===== src/rtl/counter_mod.sv =====
// rtl/counter_mod.sv - parametrised up/down modulo counter with prescaler, wrap/saturate, tc/ovf/match
module counter_mod #(
  parameter int               WIDTH    = 32,
  parameter logic [WIDTH-1:0] MAXVAL   = {WIDTH{1'b1}},
  parameter int               SATURATE = 0,
  parameter int               PRESCALE = 1
) (
  input  logic             clk,
  input  logic             rst,
  input  logic             clr,
  input  logic             load,
  input  logic [WIDTH-1:0] ld_val,
  input  logic             en,
  input  logic             up,
  input  logic [WIDTH-1:0] cmp_val,
  output logic [WIDTH-1:0] count,
  output logic             tc,
  output logic             ovf,
  output logic             match
);

  localparam int            PW      = (PRESCALE > 1) ? $clog2(PRESCALE) : 1;
  localparam logic [PW-1:0] PS_LAST = PW'(PRESCALE - 1);

  logic [PW-1:0]    psc;
  logic             step;
  logic             at_top;
  logic             at_zero;
  logic             boundary;
  logic [WIDTH-1:0] ld_clip;
  logic [WIDTH-1:0] step_val;

  assign step     = en && (psc == PS_LAST);
  assign at_top   = (count == MAXVAL);
  assign at_zero  = (count == '0);
  assign boundary = up ? at_top : at_zero;
  assign ld_clip  = (ld_val > MAXVAL) ? MAXVAL : ld_val;
  assign match    = (count == cmp_val);

  // Boundaries are tested before arithmetic so no value ever leaves WIDTH bits.
  always_comb begin
    step_val = count;
    if (up) begin
      if (!at_top)
        step_val = count + WIDTH'(1);
      else if (SATURATE == 0)
        step_val = '0;
    end else begin
      if (!at_zero)
        step_val = count - WIDTH'(1);
      else if (SATURATE == 0)
        step_val = MAXVAL;
    end
  end

  always_ff @(posedge clk or posedge rst) begin
    if (rst) begin
      count <= '0;
      psc   <= '0;
      tc    <= 1'b0;
      ovf   <= 1'b0;
    end else if (clr) begin
      count <= '0;
      psc   <= '0;
      tc    <= 1'b0;
      ovf   <= 1'b0;
    end else if (load) begin
      count <= ld_clip;
      psc   <= '0;
      tc    <= 1'b0;
    end else if (step) begin
      count <= step_val;
      psc   <= '0;
      tc    <= boundary;
      if (boundary)
        ovf <= 1'b1;
    end else begin
      tc <= 1'b0;
      if (en)
        psc <= psc + PW'(1);
    end
  end

endmodule


===== config.mk =====
export PLATFORM = sky130hd
export DESIGN_NAME = counter_mod
export DESIGN_NICKNAME = d
export VERILOG_FILES = /design/src/rtl/counter_mod.sv
export SDC_FILE = /design/constraint.sdc
export NUM_CORES = 1
export LEC_CHECK = 0
export ABC_CLOCK_PERIOD_IN_PS = 8930
export BUFFER_PORTS_ARGS = -buffer_cell sky130_fd_sc_hd__buf_4
export CAP_MARGIN = 20
export CORE_MARGIN = 5
export CORE_UTILIZATION = 35
export CTS_BUF_LIST = sky130_fd_sc_hd__clkbuf_4 sky130_fd_sc_hd__clkbuf_8 sky130_fd_sc_hd__clkbuf_16
export DETAILED_ROUTE_END_ITERATION = 8
export PLACE_DENSITY = 0.63
export SETUP_SLACK_MARGIN = 0.2
export SLEW_MARGIN = 20
export SYNTH_ARGS = -nofsm -noshare
export SYNTH_HDL_FRONTEND = slang
export SYNTH_SLANG_ARGS = --single-unit

===== constraint.sdc =====
create_clock -name clk -period 8.93 [get_ports clk]
set_input_delay 1.786 -clock clk [delete_from_list [all_inputs] [get_ports clk]]
set_output_delay 1.786 -clock clk [all_outputs]
set_load 0.02 [all_outputs]

==> qor.yml, run 1 <==
outcome: "finished, final reports clean"
area_growth_syn_to_layout_pct: 23.9
crit_slowest_cell: "nor4_1"
grt_max_degree: 46
crit_end: "match"
path_buf_inv: 2
yosys_warnings: 0
synth-seq-cells: 35
reg2reg_to: "count[19]$_DFFE_PP0P_"
seq_area_frac_synth_pct: 24.1
ant_nets: 0
grt_pass1_vias: 3738
cts_tree: "done"
cts_made_buffers: 5
fp.dieH_um: 112
crit_path_end_kind: "output pin"
place_congestion: 0.980
synth_flop_cell: "dfrtp_1"
cpMostUsedCell: "buf_4"
reg2reg_from: "count[0]$_DFFE_PP0P_"
slew_headroom_pct: 49.3
antenna_found_initial: 0
skew_ns: 0.00412
initial_core_util_pct: 35.5
async_reset_ff_share_pct: 100
cts.sinks: 35
fin_hold_ws_ns: 0.528
ir_drop_mv: 0.0573
wl_um: 13100
power.leakage_uw: 0.00190
cp.depth: 6
drive_gt1_share_pct: 25.5
antenna_cells: 0
synth_edf_count: 0
syn_area_per_cell_um2: 7.77
postCtsHoldBufs: 0
period_share_pct: 54.2
crit_required_ns: 7.14
path_clk_slew_ns: 0.08
fmax_mhz: 207
finalSetupViolCount: 0
grt_pass1_wl_um: 20600
grt-ovfl-total: 0
port_buffers: 104
r2r_cells: 8
dp_hpwl_um: 9360
tightestPinTransition_ns: 0.755
cts_resized: 0
powerDensity_nw_per_um2: 122
yosysUniqueCellTypes: 62
yosys-top-cells-area: "dfrtp_1, xor2_1, clkbuf_1"
detail_route.vias_per_cell: 6.11
rsz0062_at_grt: "false"
vias: 4063
finalCoreUtilization_pct: 44.0
hold_path.class: "flip-flop to flip-flop"
synth_top_area_share_pct: 24.1
cpLargestDelayFamily: "simple AND/OR/NAND/NOR gates"
finalHoldViolations: 0
die_w_um: 112
dieArea_um2: 12500
cts_setup_buffers: 0
synth_top_cell_by_area: "dfrtp_1"
min_period_ns: 4.84
path_cells: "buf_4, xor2_1, nor4_1, nand4_1, nor2_1, buf_4"
startpoint: "cmp_val[30]"
syn_area_um2: 3640
synth_nets: 541
ff2ff_setup_slack_ns: 5.63
first_iter_violations: 364
nets: 601
drc: 0
critPathArrivalTime_ns: 3.05
cts_root_buf: "clkbuf_8"
clk_path_buf_depth: 2
cap_viol_max_count: 0
crit_type: "input port to output pin"
clk_latency_ns: 0.29
wire_per_inst_um: 19.8
ios: 105
htree_levels: 2
setup_tns_ns: 0
synthCells: 468
max_stage_delay_ns: 0.50
rows: 37
core_um2: 10200
grt_use_total_pct: 20.1
slew_viol_final: 0
critPathMaxFanout: 1
cp-start-kind: "input port"
first_pass_iters: 5
tightest hold or removal path, cell delays in order, from the launching register on:
cell	delay [ns]
dfrtp_1	0.36
a21oi_1	0.05
nor2_1	0.08
how the worst min path moves through the flow:
stage	from	end	cells after the start
global placement	ovf$_DFFE_PP0P_	ovf$_DFFE_PP0P_	2
detailed placement	ovf$_DFFE_PP0P_	ovf$_DFFE_PP0P_	2
floorplan	psc$_DFFE_PP0P_	psc$_DFFE_PP0P_	2
CTS	ovf$_DFFE_PP0P_	ovf$_DFFE_PP0P_	2
global route	ovf$_DFFE_PP0P_	ovf$_DFFE_PP0P_	2
finish	ovf$_DFFE_PP0P_	ovf$_DFFE_PP0P_	2
power breakdown:
group,switching (uW),internal [uW]
combinational,108,89.0
clock,63.7,73.6
sequential,44.4,171
cell type report:
type | count | area, um^2
inverter | 7 | 26.3
fill | 1036 | 5730
tap | 136 | 170
timing repair buffer | 110 | 826
multi-input combinational | 369 | 2500
sequential | 35 | 876
clock buffer | 8 | 104
routing by layer:
layer	vias to the layer above	global-route usage, %	share of wire [%]
li1	1914	-	-
met1	1894	28.8	44
met2	228	30.5	44
met3	27	3.80	8.9
met4	0	6.24	3.0
met5	-	0	0
cells in the final DEF, fill, tap and decap left out, drive strengths merged, types with 7 or more instances in the layout:
cell and count:
buf 110, xor2 46, dfrtp 35, o21ai 32, nor2 29, a21oi 27
nor4 24, a22oi 20, nand2 19, nor3 16, or3 13, nand4 13
or4 13, nand3 12, xnor2 10, clkbuf 8, a31oi 7, inv 7
cell families (layout without fill, tap and decap cells):
kind of cell / after synthesis / in the layout / share of synthesized area (%)
AND/OR/NAND/NOR: 165 / 165 / 25.7
multiplexers: 3 / 3 / 0.826
XOR/XNOR: 56 / 56 / 13.5
buffers and inverters: 64 / 125 / 7.85
adder cells (fa/ha/maj): 3 / 3 / 1.03
AO/OA/AOI/OAI: 142 / 142 / 27.0
flip-flops: 35 / 35 / 24.1
state kept, by name (all words and copies together), names as in the netlist:
register and cells:
count 32, ovf 1, psc 1, tc 1
cell usage after synthesis, types with 5 or more instances:
cell type  instances
xor2_1            46
clkbuf_1          45
dfrtp_1           35
nor2_1            29
a21oi_1           27
o21ai_0           26
nor4_1            24
a22oi_1           20
nand2_1           18
nor3_1            16
nand4_1           13
or3_1             13
nand3_1           12
or4_1             11
xnor2_1           10
a31oi_1            7
inv_1              7
and3_1             6
and4_1             6
a221oi_1           5
buf_6              5
o21ai_1            5
o22ai_1            5
o31ai_1            5
per-stage QoR:
stage	worst slack [ns]	cells	power, uW	area, um^2
4_1_cts	4.08	665	549	4500
5_1_grt	4.02	665	582	4510
6_report	4.09	665	550	4510
3_3_place_gp	4.14	657	409	4390
2_1_floorplan	4.54	468	336	3640
3_5_place_dp	4.08	657	412	4390
(Power assumes the default switching activity.)
==> run 2, diff against run 1 <==
--- a/config.mk
+++ b/config.mk
@@ -5,14 +5,14 @@
 export SDC_FILE = /design/constraint.sdc
 export NUM_CORES = 1
 export LEC_CHECK = 0
-export ABC_CLOCK_PERIOD_IN_PS = 8930
+export ABC_CLOCK_PERIOD_IN_PS = 4200
 export BUFFER_PORTS_ARGS = -buffer_cell sky130_fd_sc_hd__buf_4
 export CAP_MARGIN = 20
 export CORE_MARGIN = 5
 export CORE_UTILIZATION = 35
 export CTS_BUF_LIST = sky130_fd_sc_hd__clkbuf_4 sky130_fd_sc_hd__clkbuf_8 sky130_fd_sc_hd__clkbuf_16
 export DETAILED_ROUTE_END_ITERATION = 8
-export PLACE_DENSITY = 0.63
+export PLACE_DENSITY = 0.65
 export SETUP_SLACK_MARGIN = 0.2
 export SLEW_MARGIN = 20
 export SYNTH_ARGS = -nofsm -noshare
==> constraint.sdc (replaced) <==
create_clock -name clk -period 4.2 [get_ports clk]
set_input_delay 0.84 -clock clk [delete_from_list [all_inputs] [get_ports clk]]
set_output_delay 0.84 -clock clk [all_outputs]
set_load 0.02 [all_outputs]
==> qor.yml, run 2 (synthesis results as in run 1) <==
ios: 105
antenna_found_initial: 0
clk_latency_ns: 0.29
cts.sinks: 35
clockPowerShare_pct: 22.8
ant_nets: 0
cts_setup_buffers: 0
internal-power_uw: 684
postCtsHoldBufs: 0
cts_resized: 0
htree_levels: 2
area_growth_syn_to_layout_pct: 23.5
finalHoldViolations: 0
powerDensity_nw_per_um2: 253
fp.dieH_um: 112
grt-ovfl-total: 0
switching_share_pct: 39.9
slew_headroom_pct: 38.4
nets: 604
dieArea_um2: 12500
cts_root_buf: "clkbuf_8"
tightestPinTransition_ns: 0.922
drive_gt1_share_pct: 25.8
grt_use_total_pct: 20.9
vias: 4082
grt_max_degree: 46
first_pass_iters: 5
layout_commonest_cell: "buf_4"
critPathMaxFanout: 10
largest_register_ffs: 32
first_iter_violations: 395
antenna_cells: 0
switching_power_uw: 454
cts_made_buffers: 5
port_buffers: 104
setup_tns_ns: 0
period_share_pct: 75.5
slew_viol_final: 0
outcome: "finished, final reports clean"
power.leakage_uw: 0.00190
clk_path_buf_depth: 2
crit_path_end_kind: "flip-flop"
place_congestion: 0.896
regMostFlops: "count"
wl_um: 13500
stdcell_count: 668
detail_route.vias_per_cell: 6.11
crit_required_ns: 4.38
die_w_um: 112
wire_per_inst_um: 20.2
dp_hpwl_um: 9830
grt_pass1_vias: 3968
rsz0062_at_grt: "false"
initial_core_util_pct: 35.5
critPathArrivalTime_ns: 3.36
finalSetupViolCount: 0
hold_path.class: "flip-flop to flip-flop"
min_period_ns: 3.17
cp-start-kind: "flip-flop"
cts_tree: "done"
final_cell_mix: "buf_4, xor2_1, dfrtp_1"
combPwrFrac_pct: 37.1
drc: 0
cap_viol_max_count: 0
skew_ns: 0.00700
ir_drop_mv: 0.142
power_frac_seq_pct: 40.1
fmax_mhz: 315
dp.cells: 660
core_um2: 10200
rows: 37
grt_pass1_wl_um: 21400
path_clk_slew_ns: 0.08
crit_type: "flip-flop to flip-flop"
==> run 2: cell count changes in the layout (fill, tap and decap cells not counted), sizes merged <==
cell / before / now
inv: 7 / 6
clkinv: 0 / 2
buf: 110 / 113
clkbuf: 8 / 7
==> run 2: area by class of cell <==
class                      instances  area [um^2]
tap                              136          170
inverter                           7         26.3
multi-input combinational        369         2480
clock buffer                       7         83.8
timing repair buffer             113          848
fill                            1036         5740
sequential                        35          876
clock inverter                     1         5.00
==> run 2: worst paths after layout <==
check	end	slack [ns]	start	cells after the start
worst max-delay path	count[28]$_DFFE_PP0P_	1.03	count[0]$_DFFE_PP0P_	8
worst min-delay path	ovf$_DFFE_PP0P_	0.53	ovf$_DFFE_PP0P_	2
worst max register to register	count[28]$_DFFE_PP0P_	1.03	count[0]$_DFFE_PP0P_	8
worst min register to register	ovf$_DFFE_PP0P_	0.53	ovf$_DFFE_PP0P_	2
max in group asynchronous	count[10]$_DFFE_PP0P_	3.22	rst	3
min in group asynchronous	tc$_DFF_PP0_	0.64	rst	3
==> run 2: per-stage QoR <==
| stage | instance area, um^2 | hold slack (ns) | power, uW | util, % | worst slack, ns |
|---|---|---|---|---|---|
| 2_1_floorplan | 3640 | 0.502 | 714 | - | 1.05 |
| 3_3_place_gp | 4400 | 0.489 | 874 | 43.0 | 1.13 |
| 3_5_place_dp | 4400 | 0.512 | 879 | 43.0 | 1.06 |
| 4_1_cts | 4490 | 0.532 | 1140 | 43.9 | 1.03 |
| 5_1_grt | 4490 | 0.570 | 1210 | 43.9 | 0.873 |
| 6_report | 4490 | 0.530 | 1140 | 43.9 | 1.03 |
==> run 2: power by group through the flow <==
stage	clock [uW]	combinational, uW	sequential [uW]
global route	281	460	465
CTS	264	421	453
detailed placement	0	419	460
floorplan	0	284	430
finish	260	422	457
global placement	0	415	459
==> run 2: worst max-delay path, stage by stage, from the launching register on <==
cell	delay, ns
dfrtp_1	0.49
inv_1	0.17
ha_1	0.18
or3b_2	0.55
or4_1	0.61
or4_1	0.54
xor2_1	0.17
a221oi_2	0.07
a221o_1	0.27
==> run 2: per-layer routing <==
metal / GRT usage [%] / vias up / routed length, um
met2: 32.7 / 220 / 6190
met1: 28.4 / 1936 / 5690
met3: 4.18 / 23 / 1240
li1: - / 1903 / -
met5: 0 / - / 0
met4: 7.95 / 0 / 392
==> run 3, diff against run 2 <==
--- a/config.mk
+++ b/config.mk
@@ -5,14 +5,15 @@
 export SDC_FILE = /design/constraint.sdc
 export NUM_CORES = 1
 export LEC_CHECK = 0
-export ABC_CLOCK_PERIOD_IN_PS = 4200
+export ABC_AREA = 1
+export ABC_CLOCK_PERIOD_IN_PS = 2600
 export BUFFER_PORTS_ARGS = -buffer_cell sky130_fd_sc_hd__buf_4
 export CAP_MARGIN = 20
 export CORE_MARGIN = 5
 export CORE_UTILIZATION = 35
 export CTS_BUF_LIST = sky130_fd_sc_hd__clkbuf_4 sky130_fd_sc_hd__clkbuf_8 sky130_fd_sc_hd__clkbuf_16
 export DETAILED_ROUTE_END_ITERATION = 8
-export PLACE_DENSITY = 0.65
+export PLACE_DENSITY = 0.63
 export SETUP_SLACK_MARGIN = 0.2
 export SLEW_MARGIN = 20
 export SYNTH_ARGS = -nofsm -noshare
==> constraint.sdc (replaced) <==
create_clock -name clk -period 2.6 [get_ports clk]
set_input_delay 0.52 -clock clk [delete_from_list [all_inputs] [get_ports clk]]
set_output_delay 0.52 -clock clk [all_outputs]
set_load 0.02 [all_outputs]
==> qor.yml, run 3 <==
synth_flop_cell: "dfrtp_1"
dpl_cell_area_um2: 5610
first_iter_violations: 395
grt_use_total_pct: 20.8
port_buffers: 104
fp.dieH_um: 127
drive_gt1_share_pct: 22.1
crit_slowest_cell: "dfrtp_1"
synth-seq-cells: 35
fmax_mhz: 430
synth_top_cell_by_area: "dfrtp_1"
synth_edf_count: 0
synth_nets: 905
grt-ovfl-total: 0
stdcell_count: 1093
wire_per_inst_um: 15.7
startpoint: "count[5]$_DFFE_PP0P_"
reg2reg_from: "count[0]$_DFFE_PP0P_"
crit_path_end_kind: "output pin"
vias: 5609
wl_um: 17200
grt_pass1_vias: 5396
powerDensity_nw_per_um2: 410
synthCells: 832
synth_top_area_share_pct: 18.3
antenna_found_initial: 0
cp-start-kind: "flip-flop"
layout_commonest_cell: "nand2_1"
dp.cells: 1087
dieArea_um2: 16100
clk_path_buf_depth: 2
dp_slack_ns: 0.423
path_cells: "xor2_1, nor4_2, nand3_1, nor2_1, buf_4"
period_share_pct: 89.4
fillerInstances: 1512
setup_tns_ns: 0
outcome: "finished, final reports clean"
syn_area_per_cell_um2: 5.76
tightestPinTransition_ns: 0.504
detail_route.vias_per_cell: 5.13
htree_levels: 2
ant_nets: 0
yosys-top-cells-area: "dfrtp_1, nand2_1, nand3_1"
postCtsHoldBufs: 0
area_growth_syn_to_layout_pct: 20.5
slew_headroom_pct: 66.4
largest_register_ffs: 32
path_clk_slew_ns: 0.06
fin_area_um2: 5770
cts_root_buf: "clkbuf_16"
skew_ns: 0.00264
crit_type: "flip-flop to output pin"
finalCoreUtilization_pct: 43.2
antenna_cells: 0
critPathArrivalTime_ns: 1.80
clk_latency_ns: 0.28
synth_common_cells: "nand2_1, nor2_1, nand3_1, inv_1, a21oi_1"
place_congestion: 0.926
die_w_um: 127
yosys_warnings: 0
finalSetupViolCount: 0
dp_hpwl_um: 13400
power.leakage_uw: 0.00278
nets: 991
ir_drop_mv: 0.242
finalHoldViolations: 0
crit_required_ns: 2.08
syn_area_um2: 4790
initial_core_util_pct: 35.9
final_cell_mix: "nand2_1, nor2_1, buf_4"
cts_tree: "done"
drc: 0
core_um2: 13300
cts_made_buffers: 5
cts.sinks: 35
yosysMostFrequentCell: "nand2_1"
yosysUniqueCellTypes: 30
async_reset_ff_share_pct: 100
cap_viol_max_count: 0
hold_path.class: "input port to async pin"
path_buf_inv: 1
rsz0062_at_grt: "false"
first_pass_iters: 5
slew_viol_final: 0
min_period_ns: 2.32
grt_pass1_wl_um: 27300
fin_ws_ns: 0.277
critPathMaxFanout: 9
max_stage_delay_ns: 0.53
seq_area_frac_synth_pct: 18.3
grt_max_degree: 64
cts_setup_buffers: 0
ios: 105
regMostFlops: "count"
rows: 42
cpLargestDelayFamily: "simple AND/OR/NAND/NOR gates"
[run 3: changes by cell type after synthesis, sizes merged, moves of 11 or more]
cell    before  now
a21oi       27   38
nand2       19  238
nor4        24    3
buf         12   35
nor3        16    4
o21ai       32   17
a22oi       20    0
nor2        29  161
nand3       12  117
or3         13    0
xor2        46   27
clkbuf      45   15
inv          7   98
or4         13    0
[run 3: logic make-up after synthesis]
kind of cell	Yosys count	synth area share, %
AOI/OAI and AO/OA	58	6.45
adders and majority gates	3	0.784
buffers and inverters	148	15.6
and+or+nand+nor	545	51.0
xor gates and xnor gates	43	7.86
DFF	35	18.3
[run 3: path summary, 6_finish.rpt]
check	endpoint	slack, ns	cells after the start
min in group clk	psc$_DFFE_PP0P_	0.39	2
setup reg to reg	count[23]$_DFFE_PP0P_	0.43	11
hold reg to reg	psc$_DFFE_PP0P_	0.51	2
hold / removal	tc$_DFF_PP0_	0.36	3
setup / recovery	match	0.28	5
max in group asynchronous	count[9]$_DFFE_PP0P_	1.86	3
[run 3: final cells by class]
type	instances	area [um^2]	share of cell area, %
Inverter	98	368	6.38
Clock buffer	6	133	2.30
Tap cell	176	220	3.82
Sequential cell	35	888	15.4
Timing Repair Buffer	129	981	17.0
Multi-Input combinational cell	649	3180	55.1
[run 3: worst min-delay path: cells and delay by family]
kind     cells  cell delay [ns]
buf+inv      3             0.56
[run 3: stage by stage]
step,power [uW],hold slack [ns]
CTS,2350,0.379
global placement,1750,0.481
detailed placement,1760,0.495
global route,2510,0.403
floorplan,1420,0.481
finish,2360,0.357
[run 3: repair_timing]
action / CTS / global route
resized for setup: 2 / 11
setup endpoints to repair: 1 / 1
gates cloned: 0 / 0
[run 3: report_power, final]
group | switching (uW) | internal (uW) | total [uW] | leakage [uW]
logic | 619 | 408 | 1030 | 0.00228
registers | 139 | 600 | 739 | 0.000435
clock network | 241 | 356 | 597 | 0.0000662
[run 3: layer usage]
metal / GRT usage, % / wire [um]
met1: 27.9 / 7620
met2: 35.5 / 8140
met3: 2.92 / 1140
met4: 5.05 / 272
met5: 0 / 0
